### src/rtl/mmio_arbiter_if.sv
// mmio_arbiter_if: bundles the two master request/grant channels, the
// shared read-data/busy status and the peripheral-side signals of the
// LED/switch MMIO arbiter.
//   slave  modport - the arbiter's view (takes requests, drives the port)
//   master modport - the masters'/peripheral's view (opposite directions)
interface mmio_arbiter_if #(
  parameter int ADDR_W = 30,
  parameter int DATA_W = 32
);
  logic              m0_req;
  logic              m0_we;
  logic              m0_re;
  logic [ADDR_W-1:0] m0_addr;
  logic [DATA_W-1:0] m0_wdata;
  logic              m0_gnt;
  logic              m0_done;

  logic              m1_req;
  logic              m1_we;
  logic              m1_re;
  logic [ADDR_W-1:0] m1_addr;
  logic [DATA_W-1:0] m1_wdata;
  logic              m1_gnt;
  logic              m1_done;

  logic [DATA_W-1:0] rdata;
  logic              busy;

  logic              p_writeEnable;
  logic              p_readEnable;
  logic [ADDR_W-1:0] p_memAddress;
  logic [DATA_W-1:0] p_writeData;
  logic [DATA_W-1:0] p_readData;

  modport slave (
    input  m0_req, m0_we, m0_re, m0_addr, m0_wdata,
    output m0_gnt, m0_done,
    input  m1_req, m1_we, m1_re, m1_addr, m1_wdata,
    output m1_gnt, m1_done,
    output rdata, busy,
    output p_writeEnable, p_readEnable, p_memAddress, p_writeData,
    input  p_readData
  );

  modport master (
    output m0_req, m0_we, m0_re, m0_addr, m0_wdata,
    input  m0_gnt, m0_done,
    output m1_req, m1_we, m1_re, m1_addr, m1_wdata,
    input  m1_gnt, m1_done,
    input  rdata, busy,
    input  p_writeEnable, p_readEnable, p_memAddress, p_writeData,
    output p_readData
  );
endinterface

### src/rtl/mmio_arbiter.sv
// mmio_arbiter: two-master arbiter for the memory-mapped peripheral port of
// the LED/switch block. M0 is the CPU load/store path, M1 the countdown FSM /
// debug path. One master is granted per transaction; each transaction runs
// IDLE -> ISSUE -> RESP -> IDLE with every output registered.
// Ports:
//   clk  - system clock, rising edge
//   rst  - asynchronous active-low reset
//   bus  - mmio_arbiter_if.slave: m0_*/m1_* request channels, rdata, busy,
//          p_* peripheral signals (p_readData valid 1 cycle after p_readEnable)
module mmio_arbiter #(
  parameter int ADDR_W     = 30,
  parameter int DATA_W     = 32,
  parameter int FIXED_PRIO = 0
) (
  input  logic           clk,
  input  logic           rst,
  mmio_arbiter_if.slave  bus
);

  typedef enum logic [1:0] {
    ST_IDLE  = 2'd0,
    ST_ISSUE = 2'd1,
    ST_RESP  = 2'd2
  } state_t;

  state_t            state_r, state_s;
  logic              rr_last_r, rr_last_s;   // 0 = M0 granted last, 1 = M1
  logic              owner_r, owner_s;       // master owning the transaction
  logic              rd_op_r, rd_op_s;       // transaction is a read
  logic              m0_gnt_r, m0_gnt_s;
  logic              m1_gnt_r, m1_gnt_s;
  logic              m0_done_r, m0_done_s;
  logic              m1_done_r, m1_done_s;
  logic [DATA_W-1:0] rdata_r, rdata_s;
  logic              busy_r, busy_s;
  logic              we_r, we_s;
  logic              re_r, re_s;
  logic [ADDR_W-1:0] addr_r, addr_s;
  logic [DATA_W-1:0] wdata_r, wdata_s;
  logic              win_s;                  // arbitration winner in IDLE
  logic              sel_we_s;
  logic              sel_re_s;

  // Arbitration: fixed priority favours M0; round-robin breaks ties against rr_last.
  always_comb begin
    win_s = 1'b0;
    if (FIXED_PRIO != 32'sd0) begin
      win_s = ~bus.m0_req;
    end else if (bus.m0_req && bus.m1_req) begin
      win_s = ~rr_last_r;
    end else begin
      win_s = ~bus.m0_req;
    end
  end

  // Next-state and next-output logic for the transaction sequencer.
  always_comb begin
    state_s   = state_r;
    rr_last_s = rr_last_r;
    owner_s   = owner_r;
    rd_op_s   = rd_op_r;
    m0_gnt_s  = 1'b0;
    m1_gnt_s  = 1'b0;
    m0_done_s = 1'b0;
    m1_done_s = 1'b0;
    rdata_s   = rdata_r;
    we_s      = 1'b0;
    re_s      = 1'b0;
    addr_s    = addr_r;
    wdata_s   = wdata_r;
    sel_we_s  = 1'b0;
    sel_re_s  = 1'b0;

    case (state_r)
      ST_IDLE: begin
        if (bus.m0_req || bus.m1_req) begin
          state_s   = ST_ISSUE;
          rr_last_s = win_s;
          owner_s   = win_s;
          if (win_s == 1'b0) begin
            m0_gnt_s = 1'b1;
            sel_we_s = bus.m0_we;
            sel_re_s = bus.m0_re;
            addr_s   = bus.m0_addr;
            wdata_s  = bus.m0_wdata;
          end else begin
            m1_gnt_s = 1'b1;
            sel_we_s = bus.m1_we;
            sel_re_s = bus.m1_re;
            addr_s   = bus.m1_addr;
            wdata_s  = bus.m1_wdata;
          end
          // A write wins when both we and re are set.
          we_s    = sel_we_s;
          re_s    = sel_re_s & ~sel_we_s;
          rd_op_s = sel_re_s & ~sel_we_s;
        end else begin
          state_s = ST_IDLE;
        end
      end
      ST_ISSUE: begin
        state_s = ST_RESP;
      end
      ST_RESP: begin
        state_s = ST_IDLE;
        if (owner_r == 1'b0) begin
          m0_done_s = 1'b1;
        end else begin
          m1_done_s = 1'b1;
        end
        // Peripheral data is valid during RESP; capture it as we leave.
        if (rd_op_r) begin
          rdata_s = bus.p_readData;
        end else begin
          rdata_s = rdata_r;
        end
      end
      default: begin
        state_s = ST_IDLE;
      end
    endcase

    busy_s = (state_s != ST_IDLE);
  end

  // State and output registers; reset aborts any transaction without a done.
  always_ff @(posedge clk or negedge rst) begin
    if (!rst) begin
      state_r   <= ST_IDLE;
      rr_last_r <= 1'b1;
      owner_r   <= 1'b0;
      rd_op_r   <= 1'b0;
      m0_gnt_r  <= 1'b0;
      m1_gnt_r  <= 1'b0;
      m0_done_r <= 1'b0;
      m1_done_r <= 1'b0;
      rdata_r   <= {DATA_W{1'b0}};
      busy_r    <= 1'b0;
      we_r      <= 1'b0;
      re_r      <= 1'b0;
      addr_r    <= {ADDR_W{1'b0}};
      wdata_r   <= {DATA_W{1'b0}};
    end else begin
      state_r   <= state_s;
      rr_last_r <= rr_last_s;
      owner_r   <= owner_s;
      rd_op_r   <= rd_op_s;
      m0_gnt_r  <= m0_gnt_s;
      m1_gnt_r  <= m1_gnt_s;
      m0_done_r <= m0_done_s;
      m1_done_r <= m1_done_s;
      rdata_r   <= rdata_s;
      busy_r    <= busy_s;
      we_r      <= we_s;
      re_r      <= re_s;
      addr_r    <= addr_s;
      wdata_r   <= wdata_s;
    end
  end

  assign bus.m0_gnt        = m0_gnt_r;
  assign bus.m1_gnt        = m1_gnt_r;
  assign bus.m0_done       = m0_done_r;
  assign bus.m1_done       = m1_done_r;
  assign bus.rdata         = rdata_r;
  assign bus.busy          = busy_r;
  assign bus.p_writeEnable = we_r;
  assign bus.p_readEnable  = re_r;
  assign bus.p_memAddress  = addr_r;
  assign bus.p_writeData   = wdata_r;

endmodule

### src/flat_wrapper.sv
// flat-port wrapper written by rule: the top's interface ports become plain ports
module mmio_arbiter_flat 
#(
  parameter int ADDR_W     = 30,
  parameter int DATA_W     = 32,
  parameter int FIXED_PRIO = 0
)
  (clk, rst, bus_m0_req, bus_m0_we, bus_m0_re, bus_m0_addr, bus_m0_wdata, bus_m0_gnt, bus_m0_done, bus_m1_req, bus_m1_we, bus_m1_re, bus_m1_addr, bus_m1_wdata, bus_m1_gnt, bus_m1_done, bus_rdata, bus_busy, bus_p_writeEnable, bus_p_readEnable, bus_p_memAddress, bus_p_writeData, bus_p_readData);
  mmio_arbiter_if #(.ADDR_W(ADDR_W), .DATA_W(DATA_W)) bus_i ();
  input  logic clk;
  input  logic rst;
  input wire logic [$bits(bus_i.m0_req)-1:0] bus_m0_req;
  input wire logic [$bits(bus_i.m0_we)-1:0] bus_m0_we;
  input wire logic [$bits(bus_i.m0_re)-1:0] bus_m0_re;
  input wire logic [$bits(bus_i.m0_addr)-1:0] bus_m0_addr;
  input wire logic [$bits(bus_i.m0_wdata)-1:0] bus_m0_wdata;
  output wire logic [$bits(bus_i.m0_gnt)-1:0] bus_m0_gnt;
  output wire logic [$bits(bus_i.m0_done)-1:0] bus_m0_done;
  input wire logic [$bits(bus_i.m1_req)-1:0] bus_m1_req;
  input wire logic [$bits(bus_i.m1_we)-1:0] bus_m1_we;
  input wire logic [$bits(bus_i.m1_re)-1:0] bus_m1_re;
  input wire logic [$bits(bus_i.m1_addr)-1:0] bus_m1_addr;
  input wire logic [$bits(bus_i.m1_wdata)-1:0] bus_m1_wdata;
  output wire logic [$bits(bus_i.m1_gnt)-1:0] bus_m1_gnt;
  output wire logic [$bits(bus_i.m1_done)-1:0] bus_m1_done;
  output wire logic [$bits(bus_i.rdata)-1:0] bus_rdata;
  output wire logic [$bits(bus_i.busy)-1:0] bus_busy;
  output wire logic [$bits(bus_i.p_writeEnable)-1:0] bus_p_writeEnable;
  output wire logic [$bits(bus_i.p_readEnable)-1:0] bus_p_readEnable;
  output wire logic [$bits(bus_i.p_memAddress)-1:0] bus_p_memAddress;
  output wire logic [$bits(bus_i.p_writeData)-1:0] bus_p_writeData;
  input wire logic [$bits(bus_i.p_readData)-1:0] bus_p_readData;
  assign bus_i.m0_req = bus_m0_req;
  assign bus_i.m0_we = bus_m0_we;
  assign bus_i.m0_re = bus_m0_re;
  assign bus_i.m0_addr = bus_m0_addr;
  assign bus_i.m0_wdata = bus_m0_wdata;
  assign bus_m0_gnt = bus_i.m0_gnt;
  assign bus_m0_done = bus_i.m0_done;
  assign bus_i.m1_req = bus_m1_req;
  assign bus_i.m1_we = bus_m1_we;
  assign bus_i.m1_re = bus_m1_re;
  assign bus_i.m1_addr = bus_m1_addr;
  assign bus_i.m1_wdata = bus_m1_wdata;
  assign bus_m1_gnt = bus_i.m1_gnt;
  assign bus_m1_done = bus_i.m1_done;
  assign bus_rdata = bus_i.rdata;
  assign bus_busy = bus_i.busy;
  assign bus_p_writeEnable = bus_i.p_writeEnable;
  assign bus_p_readEnable = bus_i.p_readEnable;
  assign bus_p_memAddress = bus_i.p_memAddress;
  assign bus_p_writeData = bus_i.p_writeData;
  assign bus_i.p_readData = bus_p_readData;
  mmio_arbiter #(.ADDR_W(ADDR_W), .DATA_W(DATA_W), .FIXED_PRIO(FIXED_PRIO)) u_core (.clk(clk), .rst(rst), .bus(bus_i));
endmodule
### config.mk
export PLATFORM = sky130hd
export DESIGN_NAME = mmio_arbiter_flat
export DESIGN_NICKNAME = d
export VERILOG_FILES = /design/src/rtl/mmio_arbiter_if.sv /design/src/rtl/mmio_arbiter.sv /design/src/flat_wrapper.sv
export SDC_FILE = /design/constraint.sdc
export NUM_CORES = 1
export LEC_CHECK = 0
export ABC_AREA = 1
export CELL_PAD_IN_SITES_DETAIL_PLACEMENT = 0
export CELL_PAD_IN_SITES_GLOBAL_PLACEMENT = 1
export CORE_MARGIN = 2
export CORE_UTILIZATION = 24
export CTS_CLUSTER_DIAMETER = 200
export DETAILED_ROUTE_END_ITERATION = 6
export PLACE_DENSITY_LB_ADDON = 0.1
export SYNTH_ARGS = -nofsm -noshare
export SYNTH_HDL_FRONTEND = slang
export SYNTH_SLANG_ARGS = --single-unit
### constraint.sdc
create_clock -name clk -period 1.48 [get_ports clk]
set_clock_uncertainty 0.15 [all_clocks]
set_input_delay 0.296 -clock clk [delete_from_list [all_inputs] [get_ports clk]]
set_output_delay 0.296 -clock clk [all_outputs]
set_load 0.03 [all_outputs]
==> flow_summary.json <==
{
  "rsz0062_at_grt": "yes",
  "dieArea_um2": 21000,
  "setup_violation_total_in_the_final_timing_report": 61,
  "timing.final.hold_violations": 0,
  "critical_path.reg2reg.endpoint": "u_core.bus.p_memAddress[23]$_DFFE_PN0P_",
  "design_power_total_mw": 18.8,
  "start_util_pct": 24.5,
  "antenna_found_initial": 1,
  "grt.overflow.total": 0,
  "synth_seq_cells": 106,
  "detail_route.drc_violations": 0,
  "vias": 4738,
  "port_buffers": 264,
  "post_synthesis_mux_area_share_pct": 0,
  "cts.sinks": 106,
  "core_area_um2": 19500,
  "global_route_wire_length_before_repair_mm": 26.6,
  "power_leakage_nw": 4.50,
  "peakVddDrop_mv": 0.840,
  "rr_worst_depth": 8,
  "failed_checks": "setup timing",
  "combinational_family_with_the_most_area_after_synthesis": "simple AND/OR/NAND/NOR gates",
  "timing.max_cap.violations": 0,
  "tritoncts": "done",
  "dp.cells": 1094,
  "antenna_cells_inserted": 0,
  "place_worst_setup_slack_ns": -0.406,
  "pin_count": 265,
  "drt_pass1_iterations": 4,
  "syn_avg_cell_area_um2": 8.25,
  "ys_types": 15,
  "slew_headroom_pct": 72.8,
  "area_growth_pct": 84.5,
  "synth.top_cell.area_share_pct": 55.1,
  "clockRootBuffer": "sky130_fd_sc_hd__clkbuf_16",
  "vias_per_cell": 4.19,
  "drive_gt1_share_pct": 20.8,
  "synth.top_cells.by_area": "sky130_fd_sc_hd__dfrtp_1 55%, sky130_fd_sc_hd__nand2_1 18%, sky130_fd_sc_hd__o211ai_1 9.8%",
  "final_core_utilization_pct": 45.2,
  "grt_max_degree": 45,
  "rows": 51,
  "reg2reg_slack_ns": -0.07,
  "crit_fanout": 8,
  "final_max_slew_viol_count": 0,
  "finish.net_count": 1024,
  "cts.htree.levels": 3,
  "outcome": "finished with violations",
  "rr_startpoint": "u_core.rr_last_r$_DFFE_PN1P_",
  "detail-route-antenna-nets": 0,
  "worst_path_largest_cell_delay_ns": 0.53,
  "place.detailed.hpwl_mm": 11.9,
  "yosys_warnings": 0,
  "max_clock_freq_ghz": 0.646,
  "arrival_time_worst_endpoint_ns": 1.68,
  "synth.largest_area_cell": "sky130_fd_sc_hd__dfrtp_1",
  "mappedNetlistArea_um2": 4770,
  "final_period_minus_worst_setup_slack_ns": 1.55,
  "clock_pin_slew_on_the_worst_setup_and_hold_paths_ns": 0.07,
  "crit_chain": "inv_2 -> nand2_4 -> nand2_8 -> buf_6 -> clkbuf_16 -> nand2_1 -> o211ai_1 -> nand2_1",
  "worst-setup-path-type": "reg -> reg",
  "endpoint_kind": "register",
  "synth.yosys.seq_area_share_pct": 55.7,
  "routed_wirelength_mm": 17.3,
  "tightest_slew_ns": 0.408,
  "cts_inserted_buffers": 9,
  "avgRoutedWirePerCell_um": 15.3,
  "die_y_um": 145,
  "synth_compound_area_share_pct": 13.4,
  "cellPowerDensity_nw_per_um2": 2130,
  "cts_buffer_depth": 2,
  "floorplan.die.width_um": 145,
  "fin_ws_ns": -0.0669,
  "synth_simple_gate_area_share_pct": 19.2,
  "drt-initial-drc-count": 163,
  "grt_pass1_vias": 4873,
  "place_congestion": 0.768,
  "worstHoldPathType": "in -> async",
  "synthAdderAreaFrac_pct": 0,
  "setup.worst_path.start_class": "register",
  "cp_slowest_cell": "sky130_fd_sc_hd__dfstp_2",
  "final.period_utilization_pct": 105,
  "worst-endpoint-required_ns": 1.61,
  "synth-xor-area-share_pct": 0,
  "critPathMostFrequentCell": "sky130_fd_sc_hd__nand2_1",
  "final_cells": 1130,
  "synth_cells": 578,
  "syn_nets": 742,
  "hold_slack_ns": 0.268,
  "insertion_delay_ns": 0.35,
  "grt_usage_pct": 15.9
}
cells in the final DEF (no fill, tap or decap), types with 2 or more instances in the layout:
cell / count
sky130_fd_sc_hd__nand2_1: 214
sky130_fd_sc_hd__clkdlybuf4s50_1: 160
sky130_fd_sc_hd__dfrtp_1: 105
sky130_fd_sc_hd__inv_1: 99
sky130_fd_sc_hd__o211ai_1: 62
sky130_fd_sc_hd__buf_4: 57
sky130_fd_sc_hd__buf_12: 42
sky130_fd_sc_hd__o21ai_0: 33
sky130_fd_sc_hd__buf_2: 22
sky130_fd_sc_hd__clkbuf_16: 17
sky130_fd_sc_hd__nand2_2: 7
sky130_fd_sc_hd__nand2_4: 6
sky130_fd_sc_hd__buf_16: 6
sky130_fd_sc_hd__nor2_1: 5
sky130_fd_sc_hd__buf_6: 4
sky130_fd_sc_hd__nor2_4: 2
sky130_fd_sc_hd__inv_2: 2
sky130_fd_sc_hd__nand3_1: 2
sky130_fd_sc_hd__nand3_2: 2
sky130_fd_sc_hd__inv_6: 2
sky130_fd_sc_hd__buf_8: 2
sky130_fd_sc_hd__dlymetal6s2s_1: 2
cell type report:
cell class                      instances  area [um^2]
Clock buffer                           11          243
Fill cell                            1902        10700
Timing Repair Buffer                  304         3460
Tap cell                              265          332
Clock inverter                          5         61.3
Inverter                              102          390
Multi-Input combinational cell        337         1660
Sequential cell                       106         2650
metal layers:
layer	GRT usage, %	share of wire, %
met1	19.3	43
met2	27.0	49
met3	4.72	6.3
met4	5.10	1.9
met5	0	0
repair_timing:
action / CTS / global route
pin swaps: 5 / 13
endpoints found under the hold margin: 22 / 0
gates cloned: 4 / 11
hold buffers: 1 / 0
setup buffers: 4 / 0
resized for setup: 112 / 42
endpoints found under the setup margin: 88 / 75
through the flow:
| stage | area, um^2 | TNS, ns |
|---|---|---|
| after floorplan | 4770 | -0.374 |
| after global placement | 8070 | -23.37 |
| after detailed placement | 8070 | -25.74 |
| after CTS | 8520 | -3.19 |
| after global routing | 8790 | -6.71 |
| final | 8790 | -1.80 |
power breakdown:
part | total (mW) | internal, mW | switching (mW)
logic | 10.9 | 5.01 | 5.91
clock network | 2.47 | 1.37 | 1.10
registers | 5.36 | 4.35 | 1.02
total | 18.8 | 10.7 | 8.03
worst max path at each step:
stage	start	end	slack, ns	cells after the start
after floorplan	u_core.rr_last_r$_DFFE_PN1P_	u_core.bus.p_memAddress[10]$_DFFE_PN0P_	-0.02	7
after CTS	u_core.state_r[0]$_DFF_PN0_	u_core.bus.p_writeData[28]$_DFFE_PN0P_	-0.08	7
after detailed placement	bus_m1_req	u_core.bus.p_memAddress[5]$_DFFE_PN0P_	-0.41	7
final	u_core.rr_last_r$_DFFE_PN1P_	u_core.bus.p_memAddress[23]$_DFFE_PN0P_	-0.07	8
after global routing	u_core.rr_last_r$_DFFE_PN1P_	u_core.bus.p_writeData[31]$_DFFE_PN0P_	-0.14	6
after global placement	bus_m1_req	u_core.bus.p_memAddress[17]$_DFFE_PN0P_	-0.36	7
synthesized netlist by cell type, drive strengths merged:
master / n
dfstp: 1
nand2: 228
dfrtp: 105
or2: 1
nand3: 4
nor2: 7
clkbuf: 13
a21oi: 1
o211ai: 62
o21ai: 34
inv: 102
buf: 20
flip-flops by register name, indices dropped and copies added (netlist names), 2 cells and up:
register and count:
u_core.bus.p_memAddress 30, u_core.bus.p_writeData 32, u_core.bus.rdata 32, u_core.state_r 2
cell families after synthesis:
group,count (synthesis)
simple gates,240
buf+inv,135
flops,106
compound gates,97
critical path: cells and delay by family (launching register included):
family | cells | cell delay, ns
compound gates | 1 | 0.10
buf+inv | 3 | 0.38
flops | 1 | 0.53
simple gates | 4 | 0.33
Power figures use the tool's default switching activity.
